File: src/rtl/mem_router_pkg.sv
// ============================================================================
// mem_router_pkg
// Shared FSM encoding, funct3 width codes and load-lane extraction.
// Revision: 1.0
// ============================================================================
`default_nettype none

package mem_router_pkg;

    typedef enum logic [1:0] {
        ST_IDLE = 2'd0,
        ST_WAIT = 2'd1,
        ST_RESP = 2'd2
    } state_t;

    localparam logic [2:0] F3_B  = 3'b000;
    localparam logic [2:0] F3_H  = 3'b001;
    localparam logic [2:0] F3_W  = 3'b010;
    localparam logic [2:0] F3_BU = 3'b100;
    localparam logic [2:0] F3_HU = 3'b101;

    localparam logic [1:0] SZ_B = 2'b00;
    localparam logic [1:0] SZ_H = 2'b01;
    localparam logic [1:0] SZ_W = 2'b10;

    // Shift the addressed lane down to bit 0, then sign- or zero-extend.
    function automatic logic [31:0] lane_extend(input logic [31:0] word,
                                                input logic [1:0]  off,
                                                input logic [2:0]  funct3);
        logic [31:0] sh;
        sh = word >> {off, 3'b000};
        case (funct3)
            F3_B:    lane_extend = {{24{sh[7]}}, sh[7:0]};
            F3_H:    lane_extend = {{16{sh[15]}}, sh[15:0]};
            F3_W:    lane_extend = sh;
            F3_BU:   lane_extend = {24'd0, sh[7:0]};
            F3_HU:   lane_extend = {16'd0, sh[15:0]};
            default: lane_extend = 32'd0;
        endcase
    endfunction

endpackage

`default_nettype wire

File: src/rtl/mem_router_decode.sv
// ============================================================================
// mem_router_decode
// Combinational window match: one-hot hit (lowest index wins), miss, offset.
// Revision: 1.0
// ============================================================================
`default_nettype none

module mem_router_decode #(
    parameter int                       N_CH         = 4,
    parameter int                       ADDR_W       = 32,
    parameter logic [N_CH*ADDR_W-1:0]   CH_BASE      = '0,
    parameter logic [N_CH*5-1:0]        CH_SIZE_LOG2 = '0
) (
    input  logic [ADDR_W-1:0] i_addr,
    output logic [N_CH-1:0]   o_hit,
    output logic              o_miss,
    output logic [ADDR_W-1:0] o_offset
);

    logic [N_CH-1:0]   w_match;
    logic [ADDR_W-1:0] w_mask [N_CH];

    generate
        for (genvar g = 0; g < N_CH; g++) begin : g_win
            localparam logic [ADDR_W-1:0] c_BASE = CH_BASE[g*ADDR_W +: ADDR_W];
            localparam logic [4:0]        c_SIZE = CH_SIZE_LOG2[g*5 +: 5];
            assign w_match[g] = ((i_addr ^ c_BASE) >> c_SIZE) == '0;
            assign w_mask[g]  = ~({ADDR_W{1'b1}} << c_SIZE);
        end
    endgenerate

    // Walk downwards so the lowest matching index is the last to overwrite.
    always_comb begin
        o_hit    = '0;
        o_offset = '0;
        for (int i = N_CH - 1; i >= 0; i--) begin
            if (w_match[i]) begin
                o_hit    = '0;
                o_hit[i] = 1'b1;
                o_offset = i_addr & w_mask[i];
            end
        end
    end

    assign o_miss = ~|w_match;

endmodule

`default_nettype wire

File: src/rtl/mem_router.sv
// ============================================================================
// mem_router
// Routes single CPU load/store requests to N_CH address-windowed peripherals.
// Optional wait timeout: define MEM_ROUTER_TIMEOUT_EN.
// Revision: 1.0
// ============================================================================
`default_nettype none

module mem_router
    import mem_router_pkg::*;
#(
    parameter int                       N_CH         = 4,
    parameter int                       ADDR_W       = 32,
    parameter logic [N_CH*ADDR_W-1:0]   CH_BASE      = {32'h0080_0040, 32'h0080_0030,
                                                        32'h0080_0020, 32'h0000_0000},
    parameter logic [N_CH*5-1:0]        CH_SIZE_LOG2 = {5'd4, 5'd4, 5'd4, 5'd23},
    parameter int                       TIMEOUT_CYC  = 1024
) (
    input  logic                 clk,
    input  logic                 reset,
    input  logic                 req_valid,
    output logic                 req_ready,
    input  logic [ADDR_W-1:0]    req_addr,
    input  logic [31:0]          req_wdata,
    input  logic                 req_write,
    input  logic [2:0]           req_funct3,
    output logic                 rsp_valid,
    output logic [31:0]          rsp_rdata,
    output logic                 rsp_fault,
    output logic [N_CH-1:0]      ch_req,
    output logic [ADDR_W-1:0]    ch_addr,
    output logic [31:0]          ch_wdata,
    output logic [3:0]           ch_be,
    output logic                 ch_write,
    input  logic [N_CH-1:0]      ch_ack,
    input  logic [N_CH*32-1:0]   ch_rdata,
    input  logic [N_CH-1:0]      ch_err
);

    state_t              r_state;
    state_t              w_next;
    logic [N_CH-1:0]     r_sel;
    logic [ADDR_W-1:0]   r_ch_addr;
    logic [31:0]         r_ch_wdata;
    logic [3:0]          r_ch_be;
    logic                r_ch_write;
    logic [2:0]          r_funct3;
    logic [1:0]          r_off;
    logic [31:0]         r_rdata;
    logic                r_fault;

    logic [N_CH-1:0]     w_hit;
    logic                w_miss;
    logic [ADDR_W-1:0]   w_offset;
    logic                w_illegal;
    logic                w_misalign;
    logic                w_reject;
    logic [3:0]          w_be;
    logic [31:0]         w_wdata;
    logic                w_ack_sel;
    logic                w_err_sel;
    logic [31:0]         w_word;
    logic                w_timeout;
    logic                w_accept;

    mem_router_decode #(
        .N_CH         (N_CH),
        .ADDR_W       (ADDR_W),
        .CH_BASE      (CH_BASE),
        .CH_SIZE_LOG2 (CH_SIZE_LOG2)
    ) u_decode (
        .i_addr   (req_addr),
        .o_hit    (w_hit),
        .o_miss   (w_miss),
        .o_offset (w_offset)
    );

    assign w_accept   = (r_state == ST_IDLE) && req_valid;
    assign w_illegal  = (req_funct3 == 3'b011) || (req_funct3 == 3'b110) ||
                        (req_funct3 == 3'b111);
    assign w_misalign = ((req_funct3[1:0] == SZ_H) && req_addr[0]) ||
                        ((req_funct3[1:0] == SZ_W) && (req_addr[1:0] != 2'b00));
    assign w_reject   = w_miss || w_misalign || w_illegal;

    always_comb begin
        w_be    = 4'b1111;
        w_wdata = req_wdata;
        case (req_funct3[1:0])
            SZ_B: begin
                w_be    = 4'b0001 << req_addr[1:0];
                w_wdata = {4{req_wdata[7:0]}};
            end
            SZ_H: begin
                w_be    = 4'b0011 << req_addr[1:0];
                w_wdata = {2{req_wdata[15:0]}};
            end
            default: begin
                w_be    = 4'b1111;
                w_wdata = req_wdata;
            end
        endcase
    end

    // Acks, errors and read data from unselected channels are masked off.
    assign w_ack_sel = |(ch_ack & r_sel);
    assign w_err_sel = |(ch_ack & ch_err & r_sel);

    always_comb begin
        w_word = '0;
        for (int i = 0; i < N_CH; i++) begin
            if (r_sel[i]) w_word = w_word | ch_rdata[i*32 +: 32];
        end
    end

`ifdef MEM_ROUTER_TIMEOUT_EN
    localparam int c_TIMER_W = (TIMEOUT_CYC > 1) ? $clog2(TIMEOUT_CYC) : 1;
    logic [c_TIMER_W-1:0] r_timer;

    always_ff @(posedge clk or posedge reset) begin
        if (reset) begin
            r_timer <= '0;
        end else if (r_state != ST_WAIT) begin
            r_timer <= '0;
        end else begin
            r_timer <= r_timer + 1'b1;
        end
    end

    assign w_timeout = (r_state == ST_WAIT) &&
                       (r_timer == c_TIMER_W'(TIMEOUT_CYC - 1));
`else
    // TIMEOUT_CYC only shapes hardware in the timeout build.
    if (TIMEOUT_CYC < 1) begin : g_no_timeout
    end
    assign w_timeout = 1'b0;
`endif

    always_ff @(posedge clk or posedge reset) begin
        if (reset) r_state <= ST_IDLE;
        else       r_state <= w_next;
    end

    always_comb begin
        w_next = r_state;
        case (r_state)
            ST_IDLE: if (req_valid) w_next = w_reject ? ST_RESP : ST_WAIT;
            ST_WAIT: if (w_ack_sel || w_timeout) w_next = ST_RESP;
            ST_RESP: w_next = ST_IDLE;
            default: w_next = ST_IDLE;
        endcase
    end

    always_ff @(posedge clk or posedge reset) begin
        if (reset) begin
            r_sel      <= '0;
            r_ch_addr  <= '0;
            r_ch_wdata <= '0;
            r_ch_be    <= '0;
            r_ch_write <= 1'b0;
            r_funct3   <= '0;
            r_off      <= '0;
            r_rdata    <= '0;
            r_fault    <= 1'b0;
        end else begin
            case (r_state)
                ST_IDLE: begin
                    if (w_accept) begin
                        r_sel      <= w_reject ? '0 : w_hit;
                        r_ch_addr  <= w_offset;
                        r_ch_wdata <= w_wdata;
                        r_ch_be    <= w_reject ? 4'b0000 : w_be;
                        r_ch_write <= req_write && !w_reject;
                        r_funct3   <= req_funct3;
                        r_off      <= req_addr[1:0];
                        r_rdata    <= '0;
                        r_fault    <= w_reject;
                    end
                end
                ST_WAIT: begin
                    if (w_ack_sel) begin
                        r_fault <= w_err_sel;
                        r_rdata <= (w_err_sel || r_ch_write) ? 32'd0 :
                                   lane_extend(w_word, r_off, r_funct3);
                    end else if (w_timeout) begin
                        r_fault <= 1'b1;
                        r_rdata <= '0;
                    end
                end
                default: begin
                    r_fault <= 1'b0;
                    r_rdata <= '0;
                end
            endcase
        end
    end

    assign req_ready = (r_state == ST_IDLE);
    assign rsp_valid = (r_state == ST_RESP);
    assign rsp_rdata = r_rdata;
    assign rsp_fault = r_fault;
    assign ch_req    = (r_state == ST_WAIT) ? r_sel : '0;
    assign ch_addr   = r_ch_addr;
    assign ch_wdata  = r_ch_wdata;
    assign ch_be     = r_ch_be;
    assign ch_write  = r_ch_write;

endmodule

`default_nettype wire

File: config.mk
export PLATFORM = sky130hd
export DESIGN_NAME = mem_router
export DESIGN_NICKNAME = d
export VERILOG_FILES = /design/src/rtl/mem_router_pkg.sv /design/src/rtl/mem_router_decode.sv /design/src/rtl/mem_router.sv
export SDC_FILE = /design/constraint.sdc
export NUM_CORES = 1
export LEC_CHECK = 0
export BUFFER_PORTS_ARGS = -buffer_cell sky130_fd_sc_hd__clkbuf_2
export CAP_MARGIN = 20
export CORE_MARGIN = 1
export CORE_UTILIZATION = 29
export CTS_CLUSTER_SIZE = 20
export DETAILED_ROUTE_END_ITERATION = 6
export SLEW_MARGIN = 20
export SYNTH_ARGS = -nofsm -noshare
export SYNTH_HDL_FRONTEND = slang
export SYNTH_SLANG_ARGS = --single-unit
export TNS_END_PERCENT = 20
File: constraint.sdc
create_clock -name clk -period 3.65 [get_ports clk]
set_input_delay 0.73 -clock clk [delete_from_list [all_inputs] [get_ports clk]]
set_output_delay 0.73 -clock clk [all_outputs]
set_load 0.05 [all_outputs]
After elaboration in Yosys (flattened, before gate mapping). Index checks and enable logic that the tools add are counted.

Div/mod/pow operators: 0. Multiplexer cells: 29. Order comparisons: 0. Multipliers: 0. Add/sub/neg operators: 0. Bitwise operators: 9. Eq/ne operators: 14. Reduce and logical (&&, ||, !) cells: 26. Shift-type cells: 3.

Operators with widths (count): $mux W32 (10); $pmux W32 S5 (1); $logic_not A32 Y1 (4); $pmux W32 S2 (2); $or A32 B32 Y32 (3); $mux W4 (8); $shr A32 B5 Y32 (1); $and A4 B4 Y4 (3); $eq A3 B3 Y1 const B (4); $reduce_or A4 Y1 (3); $pmux W4 S2 (1); $eq A3 B2 Y1 const B (2); $logic_or A1 B1 Y1 (6); $mux W2 (3); $reduce_and A2 Y1 (3); $eq A2 B1 Y1 const B (2); $eq A2 B2 Y1 const B (2); $logic_and A1 B1 Y1 (4); $logic_not A2 Y1 (2); $ne A2 B2 Y1 const B (2); $not A2 Y2 (2); $pmux W2 S2 (1); $shl A1 B2 Y4 const A (1); $shl A2 B2 Y4 const A (1); 8 further kinds (10).

Bits in writable memories: 0. Input port bits: 207. Bits in latches: 0. Output and inout bits: 108. Memories kept: 0. Bits in read-only memories: 0. Word-level logic and storage cells: 91. Flip-flop bits (word level): 113.

Depth between registers and ports, before layout. Gate-level depths: netlist of the first run.

Word-level depth: 12. Depth in mapped cells: 8. Gate-level depth less buffers: 5.

Cells and area by module. From an unflattened synthesis of the first run, not the netlist that was laid out.

Cells, all modules: 718. Area total of the unflattened synthesis: 6632.6 sq um.

Modules (own cells, without submodules): mem_router (area each 6249.7 sq um, seq. area each 2827.7 sq um, times used 1, cells each 663); mem_router_decode (area each 382.9 sq um, seq. area each 0.0 sq um, times used 1, cells each 55).

Worst setup path before layout of the first run. OpenSTA, ideal clock, no wires.

Path kind: input -> register. From: input port ch_rdata[23]. To: register r_rdata[24], in the netlist rsp_rdata[24]. Setup slack: 1477 ps. Setup time: 125 ps. Path buffers: 1. Arrival: 2048 ps. Stages: 6. Data required time: 3525 ps. Cells stage by stage: a22o_1 a221oi_4 a211oi_2 nor4_4 buf_6 o21ai_2.

Word-level cells in the longest chain between the ends: 12.

RTL lines: start, declared (RTL line mem_router.sv:36) `input logic [N_CH*32-1:0] ch_rdata,`; $mux W32 (*) (RTL line mem_router.sv:111) `if (r_sel[i]) w_word = w_word | ch_rdata[i*32 +: 32];`; $or A32 B32 Y32 (RTL line mem_router.sv:111); $mux W32 (*) (RTL line mem_router.sv:111); $or A32 B32 Y32 (RTL line mem_router.sv:111); $mux W32 (*) (RTL line mem_router.sv:111); $or A32 B32 Y32 (RTL line mem_router.sv:111); $mux W32 (*) (RTL line mem_router.sv:111); $shr A32 B5 Y32 (*) (RTL line mem_router_pkg.sv:31) `sh = word >> {off, 3'b000};`; $pmux W32 S5 (*) (RTL line mem_router_pkg.sv:32) `case (funct3)`; $mux W32 (*) (RTL line mem_router.sv:182) `r_rdata <= (w_err_sel || r_ch_write) ? 32'd0 :`; $mux W32 (*) (RTL line mem_router.sv:180) `if (w_ack_sel) begin`; $pmux W32 S2 (*) (RTL line mem_router.sv:165) `case (r_state)`; end signal, assigned (RTL line mem_router.sv:182); end, declared (RTL line mem_router.sv:49) `logic [31:0] r_rdata;`.

Mark *: on every way between the ends. The rest lies on a longest branch, timed or not. The select of a mux whose other input is x is not followed. A chain may end at the register's enable or synchronous reset.

Final worst setup path of the first run.
From: register r_off[0]. To: register r_rdata[10], in the netlist rsp_rdata[10].

Word-level cells in the longest chain between the ends: 5.

RTL lines: start, declared (RTL line mem_router.sv:48) `logic [1:0] r_off;`; start signal, assigned (RTL line mem_router.sv:174) `r_off <= req_addr[1:0];`; $shr A32 B5 Y32 (RTL line mem_router_pkg.sv:31); $pmux W32 S5 (RTL line mem_router_pkg.sv:32); $mux W32 (RTL line mem_router.sv:182); $mux W32 (RTL line mem_router.sv:180); $pmux W32 S2 (RTL line mem_router.sv:165).

Every way passes these cells. The select of a mux whose other input is x is not followed.

==> results of run 1 <==
[cell type report]
cell class              count  area share, %
inverters                   4          0.222
multi-input cells         501           37.5
clock inverters             7          0.953
flip-flops and latches    104           33.0
clock buffers               9           2.86
well taps                 265           4.21
repair buffers            320           21.1
diodes                      3         0.0953
[worst min-delay path: stages (launching register included)]
cell,delay (ps)
dfrtp_1,350
nand2_1,50
o21ai_0,60
[registers in the layout, indices dropped and copies added (netlist names)]
signal and flops:
r_state 2, ch_addr 23, r_funct3 3, ch_write 1, ch_wdata 32, r_off 2, rsp_rdata 32, rsp_fault 1
ch_be 4, r_sel 4
[stage by stage]
| step | instances | power [mW] | util [%] |
|---|---|---|---|
| floorplan | 675 | 2.99 | - |
| global placement | 1194 | 3.59 | 38.7 |
| detailed placement | 1194 | 3.61 | 38.7 |
| CTS | 1210 | 4.62 | 40.2 |
| global route | 1212 | 4.86 | 40.2 |
| finish | 1213 | 4.58 | 40.2 |
[worst max path at each step]
| stage | depth (start not counted) | end |
|---|---|---|
| 6_report | 5 | rsp_rdata[10]$_DFFE_PP0P_ |
| 5_1_grt | 6 | ch_be[1]$_DFFE_PP0P_ |
| 3_3_place_gp | 7 | ch_be[1]$_DFFE_PP0P_ |
| 4_1_cts | 6 | ch_be[1]$_DFFE_PP0P_ |
| 3_5_place_dp | 7 | ch_be[3]$_DFFE_PP0P_ |
| 2_1_floorplan | 1 | ch_addr[0]$_DFFE_PP0P_ |
[power breakdown]
group          internal, mW  switching [mW]  leakage [nW]
clock                 0.487           0.512         0.148
sequential             1.37           0.184          1.38
combinational         0.487            1.54          2.41
total                  2.34            2.24          3.94
[layout by cell type (no fill, tap or decap), types with 6 or more instances in the layout]
| cell type | count |
|---|---|
| o311ai_1 | 8 |
| nor2_1 | 23 |
| a21oi_1 | 24 |
| nor3_1 | 10 |
| buf_4 | 13 |
| nand3_1 | 27 |
| o21ai_1 | 7 |
| a22o_1 | 25 |
| mux2i_1 | 26 |
| a32oi_1 | 14 |
| nand2_1 | 139 |
| clkbuf_2 | 305 |
| o21ai_2 | 10 |
| o21ai_0 | 65 |
| a22oi_1 | 64 |
| dfrtp_1 | 104 |
| nor4_1 | 6 |
| conb_1 | 9 |
| clkbuf_16 | 9 |
[cells by family (layout without fill, tap and decap cells)]
logic type	count (synthesis)	after routing
AND/OR/NAND/NOR	234	234
AO/OA/AOI/OAI	232	232
flip-flops	104	104
buffers and inverters	70	340
multiplexers	26	26
other	1	12
[per-layer routing]
metal / track usage, % / vias up / wire length, um
li1: - / 2971 / -
met1: 24.3 / 2958 / 8850
met2: 40.0 / 255 / 11800
met3: 5.56 / 20 / 1720
met4: 7.05 / 0 / 365
met5: 0 / - / 0
==> results.toml, run 1 <==
[sta]
whs_ps = 484
finalSetupTns_ps = 0
max_freq_mhz = 399
slew_viol_final = 0
tightest_slew_ps = 1030
slew_headroom_pct = 31.2
clock-skew-final_ps = 7.63
setup_slack_ps = 1140
fin_crit_ps = 2510
setup_viol = 0
finalCritPeriodShare_pct = 68.7
hold_viol_final = 0
rsz0062_at_grt = "false"

[global_routing]
grt_pass1_wl_um = 33300
grt-ovfl-total = 0
grt_antenna_before_repair = 3
groute.usage.overall_pct = 21.7
grt_pass1_vias = 5919
grt_max_degree = 68

[logic_synthesis]
synth_mux_area_share_pct = 4.45
yosysSeqAreaShare_pct = 44.5
syn_inst = 667
ys_seq_elements = 104
syn_area_sq_mm = 0.00585
yosys.area.top_type = "dfrtp_1"
synth-compound-area-share_pct = 27.5
synth_warnings = 0
synth_edf_count = 0
ys_types = 50
synth_top_area_share_pct = 44.5
synth-xor-area-share_pct = 0
yosys-top-cells-count = "nand2_1, dfrtp_1, o21ai_0, a22oi_1, clkbuf_1"
synthSimpleGateAreaFrac_pct = 17.8
yosys-top-cells-area = "dfrtp_1, nand2_1, a22oi_1"
synth_top_family_by_area = "compound AO/OA/AOI/OAI gates"
syn_area_per_cell_sq_um = 8.77
synth_fa_ha_area_share_pct = 0
synth-main-ff-cell = "dfrtp_1"
synthArstFlopShare_pct = 100
synth.most_common_cell = "nand2_1"

[clocking]
ctsResizeCount = 0
clk_pin_slew_ps = 80
cts_made_buffers = 9
cts_tree = "yes"
clock-sinks = 104
insertion_delay_ps = 360
root_buffer = "clkbuf_16"
cts_buffer_depth = 2
cts_setup_buffers = 0
htreeDepth = 3
cts_hold_buffers = 0

[cells_and_area]
drive_above_1_share_pct = 37.9
postLayoutCellArea_sq_mm = 0.00788
regArea_sq_mm = 0.00260
syn_to_final_growth_pct = 34.7
n_fill_cell = 2059
final_nets = 1147
multiInputGateArea_sq_mm = 0.00296

[critical_path]
rr_endpoint = "rsp_rdata[10]$_DFFE_PP0P_"
worstReg2RegStart = "r_off[0]$_DFFE_PP0P_"
critPathMaxFanout = 20
arrival_ps = 2710
worstSetupStartpoint = "r_off[0]$_DFFE_PP0P_"
cp-start-kind = "flip-flop"
critical_path.slowest_cell = "dfrtp_1"
path_buf_inv = 1
required_ps = 3860
r2r_slack_ps = 1140
cp_top_family = "compound AO/OA/AOI/OAI gates"
cp_cell_sequence = "inv_1 > nor3_1 > a211oi_1 > o21ai_1 > o311ai_1"
slowest_delay_ps = 750
reg2reg_depth = 5
endpoint_kind = "flip-flop"
crit_type = "flip-flop to flip-flop"

[die]
start_util_pct = 29.9
io_pins = 315
die-height_um = 144
coreArea_sq_mm = 0.0196
rows = 51
die_area_sq_mm = 0.0207
die_x_um = 144

[hold_path]
hold-path-endpoint = "ch_addr[12]$_DFFE_PP0P_"
hold_class = "flip-flop to flip-flop"
min_from = "ch_addr[12]$_DFFE_PP0P_"
hold_depth = 2

[detailed_routing]
dr_total_vias = 6204
drcViolationCount = 0
drt_wl_total_um = 22700
ant_nets = 0
wire_per_inst_um = 18.7
via_per_inst = 5.11
dr.pass1.iters = 5
drt_iter0_drc = 277

[power]
cellLeakagePower_nw = 3.94
ir_worst_vdd_mv = 0.488
power.density_mw_per_mm2 = 582

[placement]
postPlaceCellArea_sq_mm = 0.00757
place.gp.congestion = 0.834
post-dp-hpwl_um = 17200
port_buffers = 305
place_ws_ps = 838

[flow_run]
maxCapViolations = 0

[run_status]
status = "finished, final reports clean"
(Power assumes the default switching activity.)
==> run 2: changes to the inputs <==
Clock period 3.65 ns to 2.2 ns, I/O delays scaled along.
==> run 2 against run 1 <==
First-iteration DRC count up 20%; critical path type unchanged; critical path depth up 1; sequential cell count unchanged; wire length up 0.45%; die area unchanged; largest cell class unchanged; fmax up 23%.
==> results.toml, run 2 (synthesis results as in run 1) <==
[global_routing]
grt_max_degree = 105
groute.usage.overall_pct = 22.0
grt_pass1_vias = 5978
grt_pass1_wl_um = 33800
grt-ovfl-total = 0
grt_antenna_before_repair = 3

[sta]
hold_viol_final = 0
clock-skew-final_ps = 7.21
slew_headroom_pct = 54.9
finalCritPeriodShare_pct = 92.5
slew_viol_final = 0
setup_viol = 0
max_freq_mhz = 491
fin_crit_ps = 2040
rsz0062_at_grt = "false"
tightest_slew_ps = 674

[clocking]
clk_pin_slew_ps = 80
cts_made_buffers = 9
insertion_delay_ps = 350
cts_buffer_depth = 2
cts_hold_buffers = 0
clock-sinks = 104
root_buffer = "clkbuf_16"
htreeDepth = 3
cts_tree = "yes"

[detailed_routing]
via_per_inst = 5.03
drt_iter0_drc = 333
wire_per_inst_um = 18.5
dr.pass1.iters = 4
drcViolationCount = 0
drt_wl_total_um = 22800
dr_total_vias = 6220
ant_nets = 0

[placement]
post-dp-hpwl_um = 17900
place.gp.congestion = 0.867
port_buffers = 305

[critical_path]
cp-start-kind = "flip-flop"
required_ps = 2430
arrival_ps = 2260
endpoint_kind = "flip-flop"
crit_type = "flip-flop to flip-flop"
critPathMaxFanout = 17
r2r_slack_ps = 160

[die]
die_area_sq_mm = 0.0207
die_x_um = 144
coreArea_sq_mm = 0.0196
die-height_um = 144
start_util_pct = 29.9
io_pins = 315
rows = 51

[cells_and_area]
n_fill_cell = 2021
drive_above_1_share_pct = 39.7
final_util_pct = 41.5
final_common_cell = "clkbuf_2"
syn_to_final_growth_pct = 39.0
final_nets = 1171
layout_common_cells = "clkbuf_2, nand2_1, dfrtp_1"

[flow_run]
maxCapViolations = 0

[hold_path]
hold_class = "primary input to async pin"

[run_status]
status = "finished, final reports clean"

[power]
ir_worst_vdd_mv = 0.662
power.density_mw_per_mm2 = 951
finalPower_mw = 7.73
cellLeakagePower_nw = 4.07
## run 2: cell types whose count changed in the layout (fill, tap and decap cells not counted), sizes merged
cell,before,now
diode,3,2
buf,15,39
clkbuf,314,316
inv,8,6
clkinv,3,1
clkinvlp,0,2
## run 2: layout make-up
class,count,area [sq um],area share (%)
inverters,4,18.8,0.231
clock inverters,5,47.5,0.585
diodes,2,5.00,0.0616
flip-flops and latches,104,2610,32.0
multi-input cells,501,2960,36.4
repair buffers,344,1910,23.5
well taps,265,332,4.08
clock buffers,11,253,3.11
## run 2: what timing repair did
action / CTS / global route
resized for setup: 0 / 3
setup buffers: 0 / 0
endpoints found under the setup margin: 0 / 25
## run 2: per-stage QoR
| step | hold slack [ps] | cell area [sq um] | worst slack (ps) | std cells | TNS [ps] |
|---|---|---|---|---|---|
| 3_5_place_dp | 466 | 7820 | -8.49 | 1218 | -8.49 |
| 6_report | 197 | 8130 | 165 | 1236 | 0 |
| 4_1_cts | 279 | 8120 | 10.7 | 1234 | 0 |
| 2_1_floorplan | 511 | 5880 | 158 | 675 | 0 |
| 3_3_place_gp | 461 | 7820 | -1.75 | 1218 | -1.75 |
| 5_1_grt | 257 | 8130 | 32.0 | 1235 | 0 |
## run 2: path summary, 6_finish.rpt
kind,from,endpoint,cells after the start
worst min register to register,ch_addr[17]$_DFFE_PP0P_,ch_addr[17]$_DFFE_PP0P_,2
min in group clk,req_addr[3],ch_addr[3]$_DFFE_PP0P_,2
max in group asynchronous,reset,ch_wdata[31]$_DFFE_PP0P_,3
worst min-delay path,reset,rsp_rdata[4]$_DFFE_PP0P_,3
worst max register to register,r_sel[3]$_DFFE_PP0P_,rsp_rdata[29]$_DFFE_PP0P_,6
worst max-delay path,r_sel[3]$_DFFE_PP0P_,rsp_rdata[29]$_DFFE_PP0P_,6
## run 2: worst max-delay path: stages (launching register included)
cell and delay [ps]:
dfrtp_1 530, buf_12 230, a221oi_4 340, a211oi_2 160, nor4_4 380, buf_12 200, o21ai_1 70
## run 2: power by group
group          total, mW  internal [mW]  switching [mW]
Combinational       3.54          0.916            2.62
Sequential          2.55           2.27           0.276
Clock               1.65          0.854           0.792
Total               7.73           4.04            3.69
## run 2: metal layers
metal | GRT usage (%) | routed length [um] | vias to the layer above
met1 | 25.1 | 9080 | 2932
met3 | 4.74 | 1610 | 20
li1 | - | - | 3026
met2 | 40.9 | 11800 | 240
met4 | 6.33 | 339 | 2
met5 | 0 | 13 | -
==> run 3: changes to the inputs <==
Settings changed: CORE_UTILIZATION 29 to 41, PLACE_DENSITY set to 0.77.
==> run 3 against run 2 <==
Fmax down 3.4%; sequential cell count is the same; power decreased by 0.72%; critical path depth is 1 higher; setup slack worse by 73 ps; count of clock-buffer cells in the layout fell by 2.
==> results.toml, run 3 (synthesis results as in run 1) <==
[placement]
place.gp.congestion = 0.877
post-dp-hpwl_um = 16900
place_inst = 1134
place_ws_ps = -39.2
port_buffers = 305

[critical_path]
cp_cell_sequence = "buf_4 > a22o_1 > a221oi_2 > a211oi_1 > nor4_4 > buf_12 > o221ai_1"
crit_type = "flip-flop to flip-flop"
reg2reg_depth = 7
arrival_ps = 2330
worstSetupStartpoint = "r_sel[3]$_DFFE_PP0P_"
endpoint_kind = "flip-flop"
rr_endpoint = "rsp_rdata[31]$_DFFE_PP0P_"
critical_path.slowest_cell = "dfrtp_1"
worstReg2RegStart = "r_sel[3]$_DFFE_PP0P_"
required_ps = 2420
critPathMaxFanout = 24
cp-start-kind = "flip-flop"
r2r_slack_ps = 90
slowest_delay_ps = 410

[global_routing]
grt_antenna_before_repair = 4
grt-ovfl-total = 0
groute.usage.overall_pct = 29.0
grt_max_degree = 58
grt_pass1_wl_um = 32000
grt_pass1_vias = 6106

[clocking]
cts_buffer_depth = 2
htreeDepth = 3
cts_tree = "yes"
root_buffer = "clkbuf_16"
cts_hold_buffers = 0
cts_made_buffers = 9
insertion_delay_ps = 360
clk_pin_slew_ps = 70
clock-sinks = 104

[die]
die_area_sq_mm = 0.0147
die-height_um = 121
coreArea_sq_mm = 0.0139
rows = 43
start_util_pct = 42.1
die_x_um = 121
io_pins = 315

[sta]
setup_viol = 0
slew_viol_final = 0
tightest_slew_ps = 692
rsz0062_at_grt = "false"
slew_headroom_pct = 53.8
clock-skew-final_ps = 8.08
hold_viol_final = 0
fin_crit_ps = 2110
finalCritPeriodShare_pct = 95.8
setup_slack_ps = 92.4
max_freq_mhz = 474

[detailed_routing]
drcViolationCount = 0
dr_total_vias = 6335
drt_iter0_drc = 401
drt_wl_total_um = 21100
dr.pass1.iters = 6
ant_nets = 0
wire_per_inst_um = 18.3
via_per_inst = 5.50

[power]
comb_power_share_pct = 46.6
p_seq_share_pct = 32.9
ir_worst_vdd_mv = 1.00
power.density_mw_per_mm2 = 957
internal_power_mw = 3.99
clkPwrFrac_pct = 20.6
cellLeakagePower_nw = 4.08
p_sw_mw = 3.68
switching_share_pct = 48.0

[cells_and_area]
final_common_cell = "clkbuf_2"
final_nets = 1172
layout_common_cells = "clkbuf_2, nand2_1, dfrtp_1"
instances_no_fill = 1152
final_util_pct = 57.8
drive_above_1_share_pct = 39.9
syn_to_final_growth_pct = 37.2

[flow_run]
maxCapViolations = 0

[hold_path]
hold_class = "primary input to async pin"

[run_status]
status = "finished, final reports clean"
==> run 3: timing repair <==
item	CTS	global route
setup buffers	0	0
endpoints found under the hold margin	0	0
resized for setup	0	5
setup endpoints to repair	0	31
==> run 3: how the worst max path moves through the flow <==
stage	end	slack (ps)
final	rsp_rdata[31]$_DFFE_PP0P_	90
after global routing	rsp_rdata[31]$_DFFE_PP0P_	2
after CTS	rsp_rdata[31]$_DFFE_PP0P_	8
after detailed placement	rsp_rdata[28]$_DFFE_PP0P_	-40
after global placement	rsp_rdata[28]$_DFFE_PP0P_	-30
after floorplan	ch_wdata[10]$_DFFE_PP0P_	160
==> run 3: layer usage <==
metal	vias up	track usage, %	share of wire, %
li1	3029	-	-
met1	2981	32.1	38
met2	279	51.7	51
met3	42	7.24	7.7
met4	4	13.4	3.5
met5	-	0	0.12
==> run 3: area by class of cell <==
type                            instances  area (sq um)
Fill cell                            1317          5860
Multi-Input combinational cell        501          2990
Sequential cell                       104          2600
Timing Repair Buffer                  345          1900
Clock buffer                            9           225
Tap cell                              180           225
Clock inverter                          7          60.1
Inverter                                4          18.8
Antenna cell                            2          5.00
==> run 3: through the flow <==
step / setup TNS, ps / area (sq um) / power (mW) / hold WS, ps
CTS: 0 / 7990 / 7.71 / 101
global route: 0 / 8020 / 8.10 / 116
global placement: -56.7 / 7700 / 6.07 / 458
detailed placement: -78.6 / 7700 / 6.11 / 465
floorplan: 0 / 5880 / 4.96 / 511
finish: 0 / 8020 / 7.68 / 109
==> run 3: power by group through the flow <==
| stage | logic [mW] | clock network, mW | registers (mW) |
|---|---|---|---|
| finish | 3.58 | 1.58 | 2.52 |
| global route | 3.85 | 1.68 | 2.57 |
| CTS | 3.57 | 1.61 | 2.52 |
| detailed placement | 3.57 | 0 | 2.54 |
| global placement | 3.53 | 0 | 2.54 |
| floorplan | 1.36 | 0 | 3.60 |
==> run 3: worst max-delay path, delay by kind of cell (launching register included) <==
family	cells	cell delay, ps
flops	1	410
buf+inv	2	450
simple gates	1	350
compound gates	4	750
